$ cat src/rtl/train_timer_pkg.sv
// Shared types, state codes and the dwell-time table for the train state timer.
package train_timer_pkg;

    localparam int unsigned DEF_STATE_W = 4;
    localparam int unsigned DEF_TIME_W  = 19;

    typedef enum logic [1:0] {
        ST_IDLE    = 2'd0,
        ST_RUN     = 2'd1,
        ST_EXPIRED = 2'd2
    } fsm_e;

    localparam logic [DEF_STATE_W-1:0] CODE_BOARDING = 4'b0000;
    localparam logic [DEF_STATE_W-1:0] CODE_WARNING  = 4'b0011;
    localparam logic [DEF_STATE_W-1:0] CODE_DEPART   = 4'b0100;

    localparam int unsigned DUR_LONG_MS  = 2000;
    localparam int unsigned DUR_SHORT_MS = 1000;

    // Codes without a table entry have no dwell and park the timer in IDLE.
    function automatic int unsigned dwell_ms(input int unsigned code);
        case (code)
            32'(CODE_BOARDING): return DUR_LONG_MS;
            32'(CODE_WARNING):  return DUR_SHORT_MS;
            32'(CODE_DEPART):   return DUR_LONG_MS;
            default:            return 0;
        endcase
    endfunction

endpackage

$ cat src/rtl/ms_tick_gen.sv
// Millisecond prescaler: counts 0..CLK_PER_MS-1 and pulses tick on the last count.
module ms_tick_gen #(
    parameter int unsigned CLK_PER_MS = 50000
) (
    input  logic clk,
    input  logic rst,
    input  logic clr,
    input  logic en,
    output logic tick
);

    localparam int unsigned     CNT_W = $clog2(CLK_PER_MS);
    localparam logic [CNT_W-1:0] LAST = CNT_W'(CLK_PER_MS - 1);

    logic [CNT_W-1:0] cnt_q;

    // Gating with en keeps a frozen counter from holding tick high.
    assign tick = en && (cnt_q == LAST);

    always_ff @(posedge clk) begin
        if (rst || clr) begin
            cnt_q <= '0;
        end else if (en) begin
            cnt_q <= (cnt_q == LAST) ? '0 : cnt_q + CNT_W'(1);
        end
    end

endmodule

$ cat src/rtl/state_timer.sv
// Dwell timer for a train controller: reloads on every state change and counts
// down in ms. Optional freeze input enabled by the TIMER_PAUSE_EN macro.
module state_timer
    import train_timer_pkg::*;
#(
    parameter int unsigned STATE_W    = DEF_STATE_W,
    parameter int unsigned TIME_W     = DEF_TIME_W,
    parameter int unsigned CLK_PER_MS = 50000
) (
    input  logic               clk,
    input  logic               rst,
    input  logic [STATE_W-1:0] present_state,
`ifdef TIMER_PAUSE_EN
    input  logic               pause,
`endif
    output logic [TIME_W-1:0]  t,
    output logic [TIME_W-1:0]  remaining,
    output logic               busy,
    output logic               expired,
    output logic               done
);

    fsm_e               state_q;
    logic [STATE_W-1:0] prev_state_q;
    logic               first_q;
    logic [TIME_W-1:0]  t_q;
    logic [TIME_W-1:0]  remaining_q;
    logic               busy_q;
    logic               expired_q;
    logic               done_q;

    logic               change;
    logic               freeze;
    logic               tick;
    logic [TIME_W-1:0]  dur;

    // The first edge out of reset reloads even if the code matches prev_state.
    assign change = first_q || (present_state != prev_state_q);
    assign dur    = TIME_W'(dwell_ms(32'(present_state)));

`ifdef TIMER_PAUSE_EN
    assign freeze = pause && (state_q == ST_RUN);
`else
    assign freeze = 1'b0;
`endif

    ms_tick_gen #(
        .CLK_PER_MS(CLK_PER_MS)
    ) u_tick (
        .clk  (clk),
        .rst  (rst),
        .clr  (change),
        .en   (!freeze),
        .tick (tick)
    );

    // NOTE: all state uses <= so every branch sees the pre-edge values.
    always_ff @(posedge clk) begin
        if (rst) begin
            state_q      <= ST_IDLE;
            prev_state_q <= '0;
            first_q      <= 1'b1;
            t_q          <= '0;
            remaining_q  <= '0;
            busy_q       <= 1'b0;
            expired_q    <= 1'b0;
            done_q       <= 1'b0;
        end else begin
            first_q      <= 1'b0;
            prev_state_q <= present_state;
            expired_q    <= 1'b0;
            if (change) begin
                t_q         <= dur;
                remaining_q <= dur;
                done_q      <= 1'b0;
                if (dur != '0) begin
                    state_q <= ST_RUN;
                    busy_q  <= 1'b1;
                end else begin
                    state_q <= ST_IDLE;
                    busy_q  <= 1'b0;
                end
            end else if (state_q == ST_RUN && tick) begin
                if (remaining_q == TIME_W'(1)) begin
                    remaining_q <= '0;
                    state_q     <= ST_EXPIRED;
                    busy_q      <= 1'b0;
                    done_q      <= 1'b1;
                    expired_q   <= 1'b1;
                end else if (remaining_q != '0) begin
                    remaining_q <= remaining_q - TIME_W'(1);
                end
            end
        end
    end

    assign t         = t_q;
    assign remaining = remaining_q;
    assign busy      = busy_q;
    assign expired   = expired_q;
    assign done      = done_q;

endmodule

$ cat config.mk
export PLATFORM = sky130hd
export DESIGN_NAME = state_timer
export DESIGN_NICKNAME = d
export VERILOG_FILES = /design/src/rtl/train_timer_pkg.sv /design/src/rtl/ms_tick_gen.sv /design/src/rtl/state_timer.sv
export SDC_FILE = /design/constraint.sdc
export NUM_CORES = 1
export LEC_CHECK = 0
export ABC_AREA = 1
export CORE_UTILIZATION = 45
export DETAILED_ROUTE_END_ITERATION = 10
export DONT_BUFFER_PORTS = 1
export SLEW_MARGIN = 0
export SYNTH_ARGS = -nofsm -noshare
export SYNTH_HDL_FRONTEND = slang
export SYNTH_SLANG_ARGS = --single-unit
$ cat constraint.sdc
create_clock -name clk -period 1.5 [get_ports clk]
set_input_delay 0.225 -clock clk [delete_from_list [all_inputs] [get_ports clk]]
set_output_delay 0.225 -clock clk [all_outputs]
set_load 0.005 [all_outputs]
==> impl_results.md, run 1 <==
* Pre-Repair DR Iteration Count at 5
* Initial drt markers at ~120
* Site Rows at 28
* Period utilisation layout at 109%
* Max Cap Viol at 0
* FMAX at slightly above 0.6 GHz
* Hold path depth at 2
* Yosys synthesis warning count at 0
* Antenna violations before repair at 0
* Global-route wire length before repair at approximately 12000 um
* Post-Synthesis Cells at between 400 and 500
* Hpwl dp at slightly above 5000 um
* Synthesized area per cell at around 6.8 um^2
* LEAKAGE at ~0.0019 uW
* Critical Path RT at between 1.5 and 2 ns
* CP startpoint kind: flip-flop
* Die height at 81.7 um
* Vias per cell at about 4.9
* Root Driver: clkbuf_8
* GR Util All Layers at 23.3%
* GRT overflow at 0
* CP Launch Point: prev_state_q[0]$_SDFF_PP0_
* Longest Clk Path Bufs at 2
* Final wirelength at 7730 um
* Cell Count Post-Placement at 545
* Tightest Hold Check Type: input port to flip-flop
* Fillers at 540
* Worst hold slack at 0.114 ns
* Fin crit period at roughly 1.6 ns
* Endpoints failing hold at 0
* CTS sink count at 47
* Final WS setup at -0.140 ns
* Vias in the first global route at 2733
* Largest net degree at the start of global routing at 21
* Routed via count at roughly 2900
* Pwr Density at 747 mW/mm^2
* Area added between synthesis and finish at 38.6%
* Max rail drop VDD at ~0.49 mV
* R2r endpoint: remaining[2]$_SDFFE_PP0P_
* Unrepaired setup endpoints after global routing: true
* Synth Cell Area at about 0.0029 mm^2
* FF-to-FF path depth at 9
* Worst setup EP type: flip-flop
* Ant. Diodes at 0
* Utilization after layout at approximately two thirds
* Unique cell type count in the Yosys netlist at 32
* Initial Util at 47.5%
* CTS tree: built
* Die span in x at ~82 um
* CP Max Fanout at 5
* Reg area at ~950 um^2
* Reg clk slew, reported paths at 0.09 ns
* Core area at around 0.0060 mm^2
* CTS Buf Count at 5
* R2r setup slk at -0.14 ns
* Register area share after synthesis at approximately 33%
* Clk_lat worst skew at 0.30 ns
* Number of buffers added on ports at 0
* Fin Clk Skew at 0.00643 ns
* Max-slew violation count at 0
* Critical path type: flip-flop to flip-flop
* IO Count at 47
* H-tree Lvls at 2
* Final #Nets at around 500
* Failing checks: setup timing
* Hold_sp: rst
* Number of nets with antenna violations after routing at 0
* RD Place Congestion at approximately 0.85
* Outcome: complete, but fails checks
* Fraction of layout cells with a size suffix above 1 at between 30% and 40%
* Setup WS pre-CTS at -0.133 ns
* Footprint of the multi-input gates at between 0.0015 and 0.002 mm^2
* Post-synthesis register bit count at 47
* WHS Endpoint: t[9]$_SDFFE_PP0P_
* DRC errors left at 0
* WL per Instance at between 10 and 15 um
* Crit path DAT at about 1.8 ns
* RR Startpoint: prev_state_q[0]$_SDFF_PP0_
* Die ar. at 0.00668 mm^2
* Non-filler cells, final at slightly below 600
* Setup-failing EPs final at 20
-- Yosys cell counts (all sizes together) --
cell / n / area share, %
nand3: 31 / 6.4
ha: 3 / 1.3
xor2: 13 / 4.0
nor2: 84 / 14
and3: 1 / 0.22
o21bai: 1 / 0.26
a21oi: 18 / 3.9
nand2: 101 / 15
conb: 1 / 0.13
dfxtp: 47 / 33
nand4: 11 / 2.4
nand3b: 1 / 0.26
buf: 23 / 6.0
o21ai: 5 / 0.87
nor3: 16 / 3.0
or2: 3 / 0.66
nor4: 4 / 0.87
inv: 59 / 7.7
-- layout by cell type (no fill, tap or decap), drive strengths merged --
cell type	n
nand3b	1
bufbuf	1
clkbuf	6
nand2	103
ha	3
buf	79
o21bai	1
and3	1
o21ai	5
inv	59
nor3	16
xor2	13
or2	3
nand4	11
conb	11
clkinv	1
dfxtp	47
nand3	31
dlygate4sd3	5
nor4	4
nor2	84
a21oi	18
-- through the flow --
step	total power, uW	TNS, ns	cell area (um^2)
after floorplan	1840	0	2920
after global placement	2020	-0.437	3310
after detailed placement	2030	-1.83	3310
after CTS	2900	-0.596	3740
after global routing	3120	-3.51	3970
final	2960	-1.70	3970
-- worst max path at each step --
stage	to	slack, ns	cells past startpoint
2_1_floorplan	remaining[18]$_SDFFE_PP0P_	0.001	11
3_3_place_gp	remaining[18]$_SDFFE_PP0P_	-0.05	10
3_5_place_dp	remaining[6]$_SDFFE_PP0P_	-0.13	10
4_1_cts	remaining[15]$_SDFFE_PP0P_	-0.05	10
5_1_grt	remaining[1]$_SDFFE_PP0P_	-0.21	10
6_report	remaining[2]$_SDFFE_PP0P_	-0.14	9
-- metal layers --
layer | share of wire (%) | vias up | routed length (um) | track usage (%)
met2 | 50 | 68 | 3880 | 40.3
li1 | - | 1462 | - | -
met3 | 4.1 | 10 | 315 | 4.89
met4 | 1.3 | 0 | 97 | 7.37
met1 | 44 | 1314 | 3440 | 28.5
met5 | 0 | - | 0 | 0
-- cells by family (layout without fill, tap and decap cells) --
logic type / count (synthesis) / in the layout / share of synthesized area (%)
other: 1 / 11 / 0.131
XOR/XNOR: 13 / 13 / 3.98
AO/OA/AOI/OAI: 24 / 24 / 5.07
adder cells (fa/ha/maj): 3 / 3 / 1.31
AND/OR/NAND/NOR: 252 / 254 / 42.9
buffers and inverters: 82 / 151 / 13.8
flip-flops: 47 / 47 / 32.9
-- registers in the layout, summed over array words and instances, names as in the netlist --
name          flops
prev_state_q      4
state_q           1
busy              1
remaining        19
first_q           1
u_tick.cnt_q     16
expired           1
done              1
t                 3
-- area by class of cell --
type / instances / area share, %
timing repair buffer: 85 / 18.8
clock inverter: 1 / 0.126
clock buffer: 6 / 2.08
sequential: 47 / 24.0
tap: 75 / 2.37
multi-input combinational: 305 / 47.0
inverter: 59 / 5.65
-- critical path, cell delays in order, from the launching register on --
cell	delay [ns]
dfxtp_2	0.34
buf_6	0.11
a21oi_2	0.11
nand3_2	0.12
nor2_8	0.21
nand3_4	0.17
buf_12	0.18
buf_4	0.13
nand3_2	0.08
a21oi_2	0.06
-- power breakdown --
part | leakage [uW] | total (uW) | internal, uW | switching [uW]
logic | 0.00143 | 870 | 385 | 485
registers | 0.000385 | 1310 | 1280 | 26.8
clock network | 0.0000470 | 783 | 363 | 421
-- repair_timing --
item,CTS,global route
cloned,2,2
resized for setup,48,38
buffers inserted,10,7
endpoints found under the hold margin,12,8
pin swaps,23,11
setup endpoints to repair,26,26
hold buffers,4,1
Power figures use the tool's default switching activity.
==> inputs of run 2 (changes only) <==
==> constraint.sdc (replaced) <==
create_clock -name clk -period 1.75 [get_ports clk]
set_input_delay 0.2625 -clock clk [delete_from_list [all_inputs] [get_ports clk]]
set_output_delay 0.2625 -clock clk [all_outputs]
set_load 0.005 [all_outputs]
==> run 2 against run 1 <==
The run now ends clean. Clock skew rose by 0.00059 ns. Combinational power is 36% lower. Final cell count fell by 9.7%. Hold slack got worse by 0.094 ns. Sequential cell count unchanged. Design area decreased by 17%. Maximum frequency is 1.5% higher. Clock-buffer cell count unchanged. Largest power group unchanged.
==> impl_results.md, run 2 (synthesis gave the netlist of run 1 again) <==
* Critical Path RT at between 1.5 and 2 ns
* Core area at 0.00603 mm^2
* Endpoints failing hold at 0
* RD Place Congestion at about 0.8
* Pre-Repair DR Iteration Count at 4
* Period utilisation layout at approximately 92%
* Site Rows at 28
* Initial drt markers at 139
* Vias in the first global route at 2326
* Flop pwr share at around 43%
* Number of buffers added on ports at 0
* Final wirelength at roughly 6600 um
* CTS tree: built
* Fraction of layout cells with a size suffix above 1 at between 10% and 20%
* DRC errors left at 0
* CTS sink count at 47
* Crit path largest cell delay at 0.33 ns
* Tightest Hold Check Type: input port to flip-flop
* CP bufs+invs at 3
* Die span in x at 81.7 um
* Max Cap Viol at 0
* Final WS setup at roughly 0.13 ns
* Global-route wire length before repair at 10500 um
* Reg clk slew, reported paths at approximately 0.090 ns
* Number of nets with antenna violations after routing at 0
* Root Driver: clkbuf_8
* Longest Clk Path Bufs at 2
* Vias per cell at approximately 4.9
* Hpwl dp at around 4900 um
* GRT overflow at 0
* WL per Instance at approximately 13 um
* Fin crit period at around 1.6 ns
* Post-DP Area at just over 0.003 mm^2
* Area added between synthesis and finish at 15.3%
* Antenna violations before repair at 0
* Most common cell after layout, fill and taps aside: nand2_1
* CP Cell Sequence: inv_1 > ha_4 > nand2_4 > nor2_8 > nand2_4 > nor2_8 > nand3_4 > buf_6 > nand3_1 > nand2_1 > inv_1 > nor2_1
* CTS Buf Count at 5
* Largest net degree at the start of global routing at 21
* Fin Clk Skew at 0.00702 ns
* Slowest cell on crit path: dfxtp_1
* Footprint of the multi-input gates at 0.00165 mm^2
* Fillers at ~580
* IO Count at 47
* Die height at about 82 um
* Setup WS pre-CTS at 0.0178 ns
* Max-slew violation count at 0
* Final #Nets at around 460
* Ant. Diodes at 0
* Reg area at around 940 um^2
* Clk_lat worst skew at 0.30 ns
* FMAX at ~0.62 GHz
* Initial Util at 47.5%
* Outcome: complete, no violations
* Max rail drop VDD at roughly 0.54 mV
* Net Sw Frac at between 20% and 30%
* Comb power frac at roughly a fifth
* CP Max Fanout at 10
* Max reg flops at 19
* Most frequent cells in the layout: nand2_1, nor2_1, inv_1
* Critical path type: flip-flop to flip-flop
* Setup-failing EPs final at 0
* Pwr Density at approximately 800 mW/mm^2
* Die ar. at ~0.0067 mm^2
* Design Area, Final at about 0.0033 mm^2
* Cell family with most CP delay: simple AND/OR/NAND/NOR gates
* Crit path DAT at between 1.5 and 2 ns
* Net switching power at around 750 uW
* Worst setup EP type: flip-flop
* GR Util All Layers at a little over 20%
* H-tree Lvls at 2
* CP startpoint kind: flip-flop
* Clock power share at between 30 and 40%
* Routed via count at 2549
* Pint at around 1900 uW
* LEAKAGE at about 0.0015 uW
[run 2: cell count changes in the layout (fill, tap and decap cells not counted), moves of 7 or more]
cell,change
nand2_2,-11
nand2_4,-7
nand3_2,-11
nand3_1,+11
nor2_1,+7
buf_4,-44
nand2_1,+16
[run 2: worst reg2reg max path, cell delays in order, from the launching register on]
cell and delay (ns):
dfxtp_1 0.33, inv_1 0.10, ha_4 0.16, nand2_4 0.08, nor2_8 0.13, nand2_4 0.09, nor2_8 0.11, nand3_4 0.14
buf_6 0.18, nand3_1 0.06, nand2_1 0.05, inv_1 0.06, nor2_1 0.05
[run 2: layer usage]
layer	wire (um)	track usage [%]	vias to the layer above
li1	-	-	1344
met1	3010	26.7	1155
met2	3170	33.6	46
met3	313	4.33	4
met4	65	6.14	0
met5	0	0	-
[run 2: worst paths after layout]
kind | start | slack, ns | end | depth (start not counted)
worst max-delay path | remaining[1]$_SDFFE_PP0P_ | 0.13 | remaining[11]$_SDFFE_PP0P_ | 12
worst min register to register | u_tick.cnt_q[0]$_SDFF_PP0_ | 0.42 | u_tick.cnt_q[0]$_SDFF_PP0_ | 1
worst min-delay path | rst | 0.02 | remaining[13]$_SDFFE_PP0P_ | 1
worst max register to register | remaining[1]$_SDFFE_PP0P_ | 0.13 | remaining[11]$_SDFFE_PP0P_ | 12
[run 2: cell type report]
class / count / share of cell area [%]
inverter: 59 / 6.71
sequential: 47 / 28.6
clock buffer: 6 / 2.20
multi-input combinational: 303 / 49.9
clock inverter: 2 / 1.82
timing repair buffer: 30 / 7.92
tap: 75 / 2.84
[run 2: per-stage QoR]
stage	utilization (%)	total power (uW)	std cells	TNS (ns)	hold slack (ns)
floorplan	-	1570	432	0	0.290
global placement	50.1	1660	509	0	0.293
detailed placement	50.1	1660	509	0	0.294
CTS	52.3	2610	517	-0.00231	-0.0236
global route	54.8	2760	522	-0.00816	0.00249
finish	54.8	2620	522	0	0.0195
[run 2: power by group through the flow]
stage	combinational [uW]	sequential [uW]	clock [uW]
detailed placement	517	1140	0
floorplan	422	1150	0
CTS	519	1120	971
global route	628	1120	1010
global placement	512	1140	0
finish	556	1120	948
[run 2: timing repair]
item	CTS	global route
setup endpoints to repair	1	21
gates resized for setup	0	24
buffers inserted	0	3
hold endpoints to repair	1	3
cloned	0	1
pin swaps	0	7
==> RTL edit (flow settings as in run 2) <==
Register the input `present_state` before use, with the module's reset. The logic sees it one clock later.
--- a/src/rtl/state_timer.sv
+++ b/src/rtl/state_timer.sv
@@ -20,6 +20,16 @@
     output logic               done
 );
 
+    logic [STATE_W-1:0] present_state_q;
+
+    always_ff @(posedge clk) begin
+        if (rst) begin
+            present_state_q <= '0;
+        end else begin
+            present_state_q <= present_state;
+        end
+    end
+
     fsm_e               state_q;
     logic [STATE_W-1:0] prev_state_q;
     logic               first_q;
@@ -35,8 +45,8 @@
     logic [TIME_W-1:0]  dur;
 
     // The first edge out of reset reloads even if the code matches prev_state.
-    assign change = first_q || (present_state != prev_state_q);
-    assign dur    = TIME_W'(dwell_ms(32'(present_state)));
+    assign change = first_q || (present_state_q != prev_state_q);
+    assign dur    = TIME_W'(dwell_ms(32'(present_state_q)));
 
 `ifdef TIMER_PAUSE_EN
     assign freeze = pause && (state_q == ST_RUN);
@@ -67,7 +77,7 @@
             done_q       <= 1'b0;
         end else begin
             first_q      <= 1'b0;
-            prev_state_q <= present_state;
+            prev_state_q <= present_state_q;
             expired_q    <= 1'b0;
             if (change) begin
                 t_q         <= dur;
Function: changed (a bounded check fails within 4 cycles, from zero or initial values and one cycle with rst high).
==> RTL edit against run 2 <==
Area after synthesis up 4.8%; via count rose by 4.6%; critical endpoint is now remaining[2]$_SDFFE_PP0P_; sequential share of layout area rose by 1.8 points; largest power group unchanged; sequential power rose by 12%; wire length shrank 0.78%; first-iteration DRC count shrank 31%; setup slack worse by 0.019 ns; sequential cell count grew 4; total power increased by 2.7%; final area grew 2.1%.
==> RTL edit: results (changes against run 2) <==
| Metric | Value |
|---|---|
| Outcome | finished, final reports clean |
| DP Wirelength | 5.03 mm (+3.5%) |
| CP max FO | 12 (+2) |
| M2 GR Usage | 33.0% (-0.67 points) |
| Lkg Pwr | 1.57 nW (+6.0%) |
| Met3 wire len | 320 um (+2.2%) |
| Post-synthesis sequential area ratio | 34.0% (+1.2 points) |
| Placed Area | 0.00315 sq mm (+4.3%) |
| Final GP Congestion | 0.808 (-0.58%) |
| Final Non-Filler Cells | 551 (+5.6%) |
| Register area | 0.00102 sq mm (+8.6%) |
| Vias in the first global route | 2,512 (+8.0%) |
| Overall routed net length | 6.51 mm (-0.78%) |
| Dpl cells | 536 (+5.3%) |
| Initial DRC count | 96 (-31%) |
| Number of fillers in the final layout | 645 (+11%) |
| Post-Synthesis Cells | 444 (+5.2%) |
| Worst vdd ir | 0.417 mV (-23%) |
| Netlist cell types | 39 (+22%) |
| Via Count | 2,665 (+4.6%) |
| Final #Nets | 482 (+5.9%) |
| Met1 WL | 3.13 mm (+3.9%) |
| Max H-tree Level | 2 (unchanged) |
| Worst Skew | 0.00769 ns (+0.000675 ns) |
| Top post-synthesis cells by area | dfxtp_1 (34%), nor2_1 (11%), nand2_1 (11%) |
| Total GRT Usage | 19.7% (-0.77 points) |
| Power Combinational | 0.710 mW (+28%) |
| Largest net degree at the start of global routing | 25 (+19%) |
| Share of layout cells above drive strength 1 | 20.3% (+0.79 points) |
| Slowest Stage Delay on Critical Path | 0.38 ns (+0.05 ns) |
| Met3 Usage GRT | 4.95% (+0.61 points) |
| Commonest cells post-synth | nor2_1 (87), nand2_1 (86), inv_1 (64) |
| Routed wl met2 | 3.00 mm (-5.4%) |
| Worst EP arrival | 1.85 ns (+0.03 ns) |
| Sequential power | 1.25 mW (+12%) |
| Synth Warn # | 0 (unchanged) |
| Global-route wire length before repair | 11.3 mm (+7.8%) |
| Met1 usage | 25.5% (-1.2 points) |
-- RTL edit: what timing repair did --
| action | in CTS | in global routing |
|---|---|---|
| setup buffers | 0 | 5 |
| hold endpoints to repair | 1 | 1 |
| hold buffers | 1 | 1 |
| pin swaps | 0 | 6 |
| endpoints found under the setup margin | 6 | 22 |
| resized for setup | 0 | 25 |
-- RTL edit: kinds of logic after synthesis --
family	after synthesis	share of synthesized area [%]
simple gates	261	41.5
compound gates	25	4.97
fa+ha+maj	3	1.25
buf+inv	94	15.5
other cells	1	0.125
xor+xnor	9	2.63
flops	51	34.0
-- RTL edit: metrics by stage --
step	setup TNS (ns)	worst slack (ns)	hold slack, ns	power [mW]
6_report	0	0.115	0.0173	2.70
5_1_grt	-0.00377	-0.00377	0.00198	2.87
4_1_cts	-0.0286	-0.00773	0.00256	2.69
3_5_place_dp	0	0.0323	0.291	1.96
3_3_place_gp	0	0.0295	0.291	1.95
2_1_floorplan	0	0.154	0.290	1.81
-- RTL edit: path summary, 6_finish.rpt --
| check | from | end | slack, ns | depth (start not counted) |
|---|---|---|---|---|
| setup / recovery | present_state_q[1]$_SDFF_PP0_ | remaining[2]$_SDFFE_PP0P_ | 0.12 | 13 |
| hold / removal | rst | present_state_q[0]$_SDFF_PP0_ | 0.02 | 1 |
| setup reg to reg | present_state_q[1]$_SDFF_PP0_ | remaining[2]$_SDFFE_PP0P_ | 0.12 | 13 |
| hold reg to reg | u_tick.cnt_q[0]$_SDFF_PP0_ | u_tick.cnt_q[0]$_SDFF_PP0_ | 0.42 | 1 |
-- RTL edit: area by class of cell --
class	instances	area share [%]
Sequential cell	51	30.4
Multi-Input combinational cell	309	47.5
Inverter	70	7.91
Tap cell	77	2.86
Clock buffer	7	2.56
Timing Repair Buffer	36	8.50
Clock inverter	1	0.260
